==> config.mk <==
export PLATFORM = sky130hd
export DESIGN_NAME = eth_tx_framer
export DESIGN_NICKNAME = d
export VERILOG_FILES = /design/src/rtl/eth_pkg.sv /design/src/rtl/eth_crc32_d8.sv /design/src/rtl/eth_tx_framer.sv
export SDC_FILE = /design/constraint.sdc
export NUM_CORES = 1
export LEC_CHECK = 0
export BUFFER_PORTS_ARGS = -buffer_cell sky130_fd_sc_hd__clkbuf_2
export CORE_ASPECT_RATIO = 0.9
export CORE_UTILIZATION = 55
export CTS_CLUSTER_DIAMETER = 100
export DETAILED_ROUTE_END_ITERATION = 12
export PLACE_DENSITY = 0.75
export SLEW_MARGIN = 0
export SYNTH_ARGS = -nofsm -noshare
export SYNTH_HDL_FRONTEND = slang
export SYNTH_SLANG_ARGS = --single-unit
export TNS_END_PERCENT = 20
==> constraint.sdc <==
create_clock -name i_tx_clk -period 3 [get_ports i_tx_clk]
set_clock_uncertainty 0.2 [all_clocks]
set_input_delay 0.45 -clock i_tx_clk [delete_from_list [all_inputs] [get_ports i_tx_clk]]
set_output_delay 0.45 -clock i_tx_clk [all_outputs]
set_load 0.03 [all_outputs]
==> src/rtl/eth_pkg.sv <==
// Shared Ethernet definitions: framer state encoding, wire constants and the
// byte-wide reflected CRC-32 step used by both the transmit and receive paths.
package eth_pkg;

  typedef enum logic [2:0] {
    ST_IDLE  = 3'd0,
    ST_PRE   = 3'd1,
    ST_SFD   = 3'd2,
    ST_DATA  = 3'd3,
    ST_PAD   = 3'd4,
    ST_FCS   = 3'd5,
    ST_IFG   = 3'd6,
    ST_ABORT = 3'd7
  } tx_state_t;

  localparam logic [7:0]  PREAMBLE      = 8'h55;
  localparam logic [7:0]  SFD           = 8'hD5;
  localparam logic [31:0] CRC_INIT      = 32'hFFFF_FFFF;
  localparam logic [31:0] CRC_POLY_REFL = 32'hEDB8_8320;
  localparam int          MIN_BODY_DFLT = 60;
  localparam int          MAX_BODY_DFLT = 1514;
  localparam int          IFG_DFLT      = 12;

  // One byte through the reflected CRC register, data LSB first.
  function automatic logic [31:0] crc32_d8(input logic [31:0] crc, input logic [7:0] d);
    logic [31:0] c;
    c = crc;
    for (int i = 0; i < 8; i++)
      c = (c[0] ^ d[i]) ? ((c >> 1) ^ CRC_POLY_REFL) : (c >> 1);
    return c;
  endfunction

endpackage

==> src/rtl/eth_crc32_d8.sv <==
// Registered CRC-32 accumulator: reloads on init, folds in one byte per enabled cycle.
module eth_crc32_d8 import eth_pkg::*; (
  input  logic        i_clk,
  input  logic        i_rst_n,
  input  logic        i_init,
  input  logic        i_en,
  input  logic [7:0]  i_data,
  output logic [31:0] o_crc
);

  always_ff @(posedge i_clk or negedge i_rst_n) begin
    if (!i_rst_n)    o_crc <= CRC_INIT;
    else if (i_init) o_crc <= CRC_INIT;
    else if (i_en)   o_crc <= crc32_d8(o_crc, i_data);
  end

endmodule

==> src/rtl/eth_tx_framer.sv <==
// GMII transmit framer: preamble/SFD, body pass-through, padding, FCS and IFG.
//
// state | meaning
// IDLE  | wire idle, waits for i_valid once the IFG timer has expired
// PRE   | seven preamble bytes
// SFD   | start-of-frame delimiter, CRC and body count reset
// DATA  | source bytes forwarded, one per cycle
// PAD   | zero fill up to the minimum body length
// FCS   | four complemented CRC bytes, LSB byte first
// IFG   | inter-frame gap timer running
// ABORT | error cycle on the wire, then drain source up to i_last
module eth_tx_framer import eth_pkg::*; #(
  parameter int IFG_BYTES = IFG_DFLT,
  parameter int MIN_BODY  = MIN_BODY_DFLT,
  parameter int MAX_BODY  = MAX_BODY_DFLT,
  parameter int PAD_EN    = 1
) (
  input  logic       i_tx_clk,
  input  logic       i_rst_n,
  input  logic [7:0] i_data,
  input  logic       i_valid,
  input  logic       i_last,
  output logic       o_ready,
  output logic       o_tx_en,
  output logic       o_tx_er,
  output logic [7:0] o_tx_d,
  output logic [2:0] o_fsm_state,
  output logic       o_frame_done
);

  localparam logic [10:0] MIN_B    = 11'(MIN_BODY);
  localparam logic [10:0] MAX_B    = 11'(MAX_BODY);
  // IDLE contributes the final gap cycle, so the timer covers one less.
  localparam logic [7:0]  IFG_LOAD = 8'(IFG_BYTES - 1);
  localparam logic [7:0]  IFG_RST  = 8'(IFG_BYTES);

  tx_state_t   state, state_nxt;
  logic [2:0]  seq_cnt;
  logic [10:0] body_cnt;
  logic [10:0] body_cnt_inc;
  logic [7:0]  ifg_cnt;
  logic        abort_last;
  logic        body_inc;
  logic        at_max;
  logic [31:0] crc;
  logic [31:0] fcs;
  logic [7:0]  fcs_byte;
  logic        tx_en_nxt, tx_er_nxt, done_nxt;
  logic [7:0]  tx_d_nxt;

  assign body_cnt_inc = body_cnt + 11'd1;
  assign at_max       = (body_cnt == MAX_B);
  assign body_inc     = (state == ST_DATA && i_valid && !at_max) || (state == ST_PAD);
  assign o_ready      = (state == ST_DATA) || (state == ST_ABORT && !abort_last);
  assign o_fsm_state  = state;
  assign fcs          = ~crc;

  always_comb begin
    case (seq_cnt)
      3'd3:    fcs_byte = fcs[7:0];
      3'd2:    fcs_byte = fcs[15:8];
      3'd1:    fcs_byte = fcs[23:16];
      default: fcs_byte = fcs[31:24];
    endcase
  end

  eth_crc32_d8 u_crc (
    .i_clk   (i_tx_clk),
    .i_rst_n (i_rst_n),
    .i_init  (state == ST_SFD),
    .i_en    (body_inc),
    .i_data  ((state == ST_PAD) ? 8'h00 : i_data),
    .o_crc   (crc)
  );

  always_ff @(posedge i_tx_clk or negedge i_rst_n) begin
    if (!i_rst_n) state <= ST_IDLE;
    else          state <= state_nxt;
  end

  always_comb begin
    state_nxt = state;
    case (state)
      ST_IDLE:  if (i_valid && ifg_cnt == 8'd0) state_nxt = ST_PRE;
      ST_PRE:   if (seq_cnt == 3'd0) state_nxt = ST_SFD;
      ST_SFD:   state_nxt = ST_DATA;
      ST_DATA: begin
        if (at_max || !i_valid) state_nxt = ST_ABORT;
        else if (i_last)
          state_nxt = (PAD_EN != 0 && body_cnt_inc < MIN_B) ? ST_PAD : ST_FCS;
      end
      ST_PAD:   if (body_cnt_inc >= MIN_B) state_nxt = ST_FCS;
      ST_FCS:   if (seq_cnt == 3'd0) state_nxt = ST_IFG;
      ST_IFG:   if (ifg_cnt <= 8'd1) state_nxt = ST_IDLE;
      ST_ABORT: if (abort_last || (i_valid && i_last)) state_nxt = ST_IFG;
      default:  state_nxt = ST_IDLE;
    endcase
  end

  // Next values of the registered GMII outputs.
  always_comb begin
    tx_en_nxt = 1'b0;
    tx_er_nxt = 1'b0;
    tx_d_nxt  = 8'h00;
    done_nxt  = 1'b0;
    case (state)
      ST_PRE: begin tx_en_nxt = 1'b1; tx_d_nxt = PREAMBLE; end
      ST_SFD: begin tx_en_nxt = 1'b1; tx_d_nxt = SFD; end
      ST_DATA: begin
        tx_en_nxt = 1'b1;
        if (at_max || !i_valid) tx_er_nxt = 1'b1;
        else                    tx_d_nxt  = i_data;
      end
      ST_PAD: tx_en_nxt = 1'b1;
      ST_FCS: begin
        tx_en_nxt = 1'b1;
        tx_d_nxt  = fcs_byte;
        done_nxt  = (seq_cnt == 3'd0);
      end
      default: ;
    endcase
  end

  always_ff @(posedge i_tx_clk or negedge i_rst_n) begin
    if (!i_rst_n) begin
      o_tx_en      <= 1'b0;
      o_tx_er      <= 1'b0;
      o_tx_d       <= 8'h00;
      o_frame_done <= 1'b0;
    end else begin
      o_tx_en      <= tx_en_nxt;
      o_tx_er      <= tx_er_nxt;
      o_tx_d       <= tx_d_nxt;
      o_frame_done <= done_nxt;
    end
  end

  // Down-counters reload on state entry and stop at zero.
  always_ff @(posedge i_tx_clk or negedge i_rst_n) begin
    if (!i_rst_n) begin
      seq_cnt    <= 3'd0;
      body_cnt   <= 11'd0;
      ifg_cnt    <= IFG_RST;
      abort_last <= 1'b0;
    end else begin
      if (state != ST_PRE && state_nxt == ST_PRE)      seq_cnt <= 3'd6;
      else if (state != ST_FCS && state_nxt == ST_FCS) seq_cnt <= 3'd3;
      else if (seq_cnt != 3'd0)                        seq_cnt <= seq_cnt - 3'd1;

      if (state == ST_SFD) body_cnt <= 11'd0;
      else if (body_inc)   body_cnt <= body_cnt_inc;

      if (state != ST_IFG && state_nxt == ST_IFG) ifg_cnt <= IFG_LOAD;
      else if (ifg_cnt != 8'd0)                   ifg_cnt <= ifg_cnt - 8'd1;

      if (state == ST_DATA && state_nxt == ST_ABORT) abort_last <= i_valid && i_last;
    end
  end

endmodule

==> results.py <==
metrics = {
    "timing": {
        "layout_setup_ws_ps": 255,
        "timing.final.crit_share_pct": 91.5,
        "period_minus_slack_ps": 2740,
        "worst_pin_slew_ps": 742,
        "max_freq_ghz": 0.364,
        "max_slew_margin_pct": 50.6,
        "finalHoldViolCount": 0,
        "setup_violations": 0,
        "grt_setup_unrepaired": "false",
        "slew_viol_final": 0,
        "fin_tns_setup_ps": 0,
    },
    "critical_path": {
        "crit_family": "compound AO/OA/AOI/OAI gates",
        "slowest_stage": "dfrtp_1",
        "cp_num_buf_inv": 0,
        "critPathKind": "reg2reg",
        "endpoint_kind": "flop",
        "required_ps": 3110,
        "arrival_ps": 2850,
        "crit_path_start_kind": "flop",
        "regToRegStartpoint": "body_cnt[0]$_DFFE_PN0P_",
        "crit_path_max_incr_delay_ps": 450,
        "worstPathMaxFanout": 10,
        "path_cells": "ha_1 -> nand4_1 -> o21ai_0 -> a31oi_1 -> o32ai_1 -> o21ai_1 -> nor4_1 -> o22a_1",
        "cp-startpoint": "body_cnt[0]$_DFFE_PN0P_",
    },
    "synthesis": {
        "synthAdderAreaFrac_pct": 2.47,
        "synth_area_um2": 4570,
        "ys_ff_latch": 69,
        "synth_compound_area_share_pct": 15.9,
        "seq_area_frac_synth_pct": 38.8,
        "synth_nets": 517,
        "synth.avg_cell_area_um2": 9.20,
        "synthSimpleGateAreaFrac_pct": 19.0,
        "synth_edf_count": 0,
        "synthCells": 496,
        "synth_cell_types": 58,
        "synth_top_family_by_area": "XOR/XNOR gates",
        "synth_mux_area_share_pct": 0.685,
        "synth_xor_area_share_pct": 19.7,
        "ys_async_sr_fraction_pct": 100,
        "yosysWarnings": 0,
        "synthFlopType": "dfrtp_1",
    },
    "die": {
        "core_area_um2": 8030,
        "die_w_um": 98.0,
        "num_rows": 31,
        "ios": 27,
        "die_area_um2": 8670,
        "die_h_um": 88.4,
        "start_util_pct": 56.9,
    },
    "drt": {
        "wl_per_cell_um": 17.2,
        "vias_per_cell": 6.00,
        "totalWireLength_um": 10800,
        "antenna_left": 0,
        "vias": 3751,
        "drt_drc_violations_left": 1,
        "drtIter0Drc": 244,
        "drt_pass1_iterations": 8,
    },
    "cts": {
        "post_cts_buffers": 0,
        "root_buffer": "clkbuf_8",
        "cts_tree": "done",
        "cts.sinks": 69,
        "h-tree-depth": 3,
        "clk_latency_ps": 370,
        "clk_path_buf_depth": 2,
        "clk_pin_slew_ps": 80,
        "cts_buffers": 9,
    },
    "cells_and_area": {
        "syn_to_final_growth_pct": 10.7,
        "n_fill_cell": 674,
        "regArea_um2": 1770,
        "num_antenna_cells": 0,
        "finish.instance_area_um2": 5060,
        "layout.nets": 542,
        "drive_gt1_share_pct": 21.3,
        "multi_input_area_um2": 2650,
    },
    "power": {
        "leakagePower_uw": 0.00199,
        "p_per_area_nw_per_um2": 1320,
        "vdd_ir_drop_max_uv": 644,
    },
    "place": {
        "hpwl_um": 7710,
        "place_congestion": 0.930,
        "io_buffers": 26,
        "place_area_um2": 4840,
        "pre_cts_ws_ps": 328,
    },
    "global_routing": {
        "gr-usage-all-layers_pct": 26.9,
        "first_global_vias": 3494,
        "grt_overflow": 0,
        "grt_pass1_wl_um": 17900,
        "antenna_found_initial": 0,
        "grt_max_degree": 63,
    },
    "run_status": {
        "status": "complete, but fails checks",
        "violations": "DRC",
    },
    "worst_hold_path": {
        "hp-class": "in2reg",
        "worstHoldStart": "i_data[7]",
    },
    "run": {
        "cap_viol_max_count": 0,
    },
}
==> cell type report <==
| cell class | instances | area share (%) |
|---|---|---|
| sequential | 69 | 35.0 |
| inverter | 9 | 0.668 |
| timing repair buffer | 43 | 5.39 |
| tap | 99 | 2.45 |
| multi-input combinational | 389 | 52.4 |
| clock buffer | 11 | 2.60 |
| clock inverter | 5 | 1.48 |
==> report_power, final <==
group / switching, uW / internal (uW) / total, uW
sequential: 348 / 1400 / 1740
clock: 364 / 465 / 828
combinational: 2400 / 1720 / 4130
==> cells by family after synthesis <==
family,after synthesis
AND/OR/NAND/NOR,171
AO/OA/AOI/OAI,118
XOR/XNOR,88
flip-flops,69
buffers and inverters,38
adder cells (fa/ha/maj),9
multiplexers,3
==> state kept, by name (all words and copies together) (netlist names) <==
signal,flops
u_crc.o_crc,32
body_cnt,11
ifg_cnt,8
o_tx_d,8
o_fsm_state,3
seq_cnt,3
abort_last,1
o_frame_done,1
o_tx_en,1
o_tx_er,1
==> layout by cell type, fill, tap and decap left out, drive strengths merged, types with 3 or more instances in the layout <==
cell	count
nor3b	4
o22a	5
o221ai	5
dfrtp	35
nor2b	8
nor4	4
nand4	4
a22o	4
o31ai	6
o22ai	7
nor2	46
clkinv	3
buf	17
o21ai	24
xor2	36
ha	9
a21oi	49
clkbuf	36
dfstp	34
o21a	4
xnor2	52
or3	3
inv	9
nand2b	9
nor3	43
a31oi	3
nand3	6
nand2	34
==> cell usage after synthesis (all sizes together), types with 9 or more instances <==
cell	n	area share (%)
nor3	43	4.8
inv	9	0.74
nor2	46	3.8
xnor2	52	11
xor2	36	8.7
dfrtp	35	19
o21ai	24	2.6
dfstp	34	20
nand2b	9	1.2
ha	9	2.5
clkbuf	24	2.0
nand2	34	3.2
a21oi	49	5.4
==> repair_timing <==
item	4_1_cts	5_1_grt
gates resized for setup	0	0
hold endpoints to repair	10	0
hold buffers	1	0
==> metrics by stage <==
step | hold slack (ps) | util, % | cells | power [uW]
floorplan | -45.6 | - | 496 | 4890
global placement | 306 | 60.3 | 608 | 5740
detailed placement | 321 | 60.3 | 608 | 5820
CTS | 142 | 63.0 | 625 | 6680
global route | 147 | 63.0 | 625 | 7160
finish | 145 | 63.0 | 625 | 6700
==> worst reg2reg max path, cell delays in order (launching register included) <==
cell and delay, ps:
dfrtp_1 450, ha_1 410, nand4_1 140, o21ai_0 110, a31oi_1 120, o32ai_1 450, o21ai_1 230, nor4_1 380
o22a_1 200
==> layer usage <==
metal,routed length (um),up-vias,share of wire (%),global-route usage (%)
li1,-,1783,-,-
met1,4910,1827,46,37.8
met2,4970,129,46,42.2
met3,739,12,6.9,5.29
met4,140,0,1.3,8.82
met5,0,-,0,0
==> final timing paths <==
kind,endpoint,slack (ps),depth (start not counted)
worst max-delay path,seq_cnt[0]$_DFFE_PN0P_,260,8
worst min-delay path,o_tx_d[7]$_DFF_PN0_,150,3
worst max register to register,seq_cnt[0]$_DFFE_PN0P_,260,8
worst min register to register,u_crc.o_crc[31]$_DFFE_PN1P_,320,2
max in group asynchronous,ifg_cnt[2]$_DFFE_PN1P_,1390,3
min in group asynchronous,o_tx_d[3]$_DFF_PN0_,490,2
Note: power is estimated with default switching activity, not from simulation.
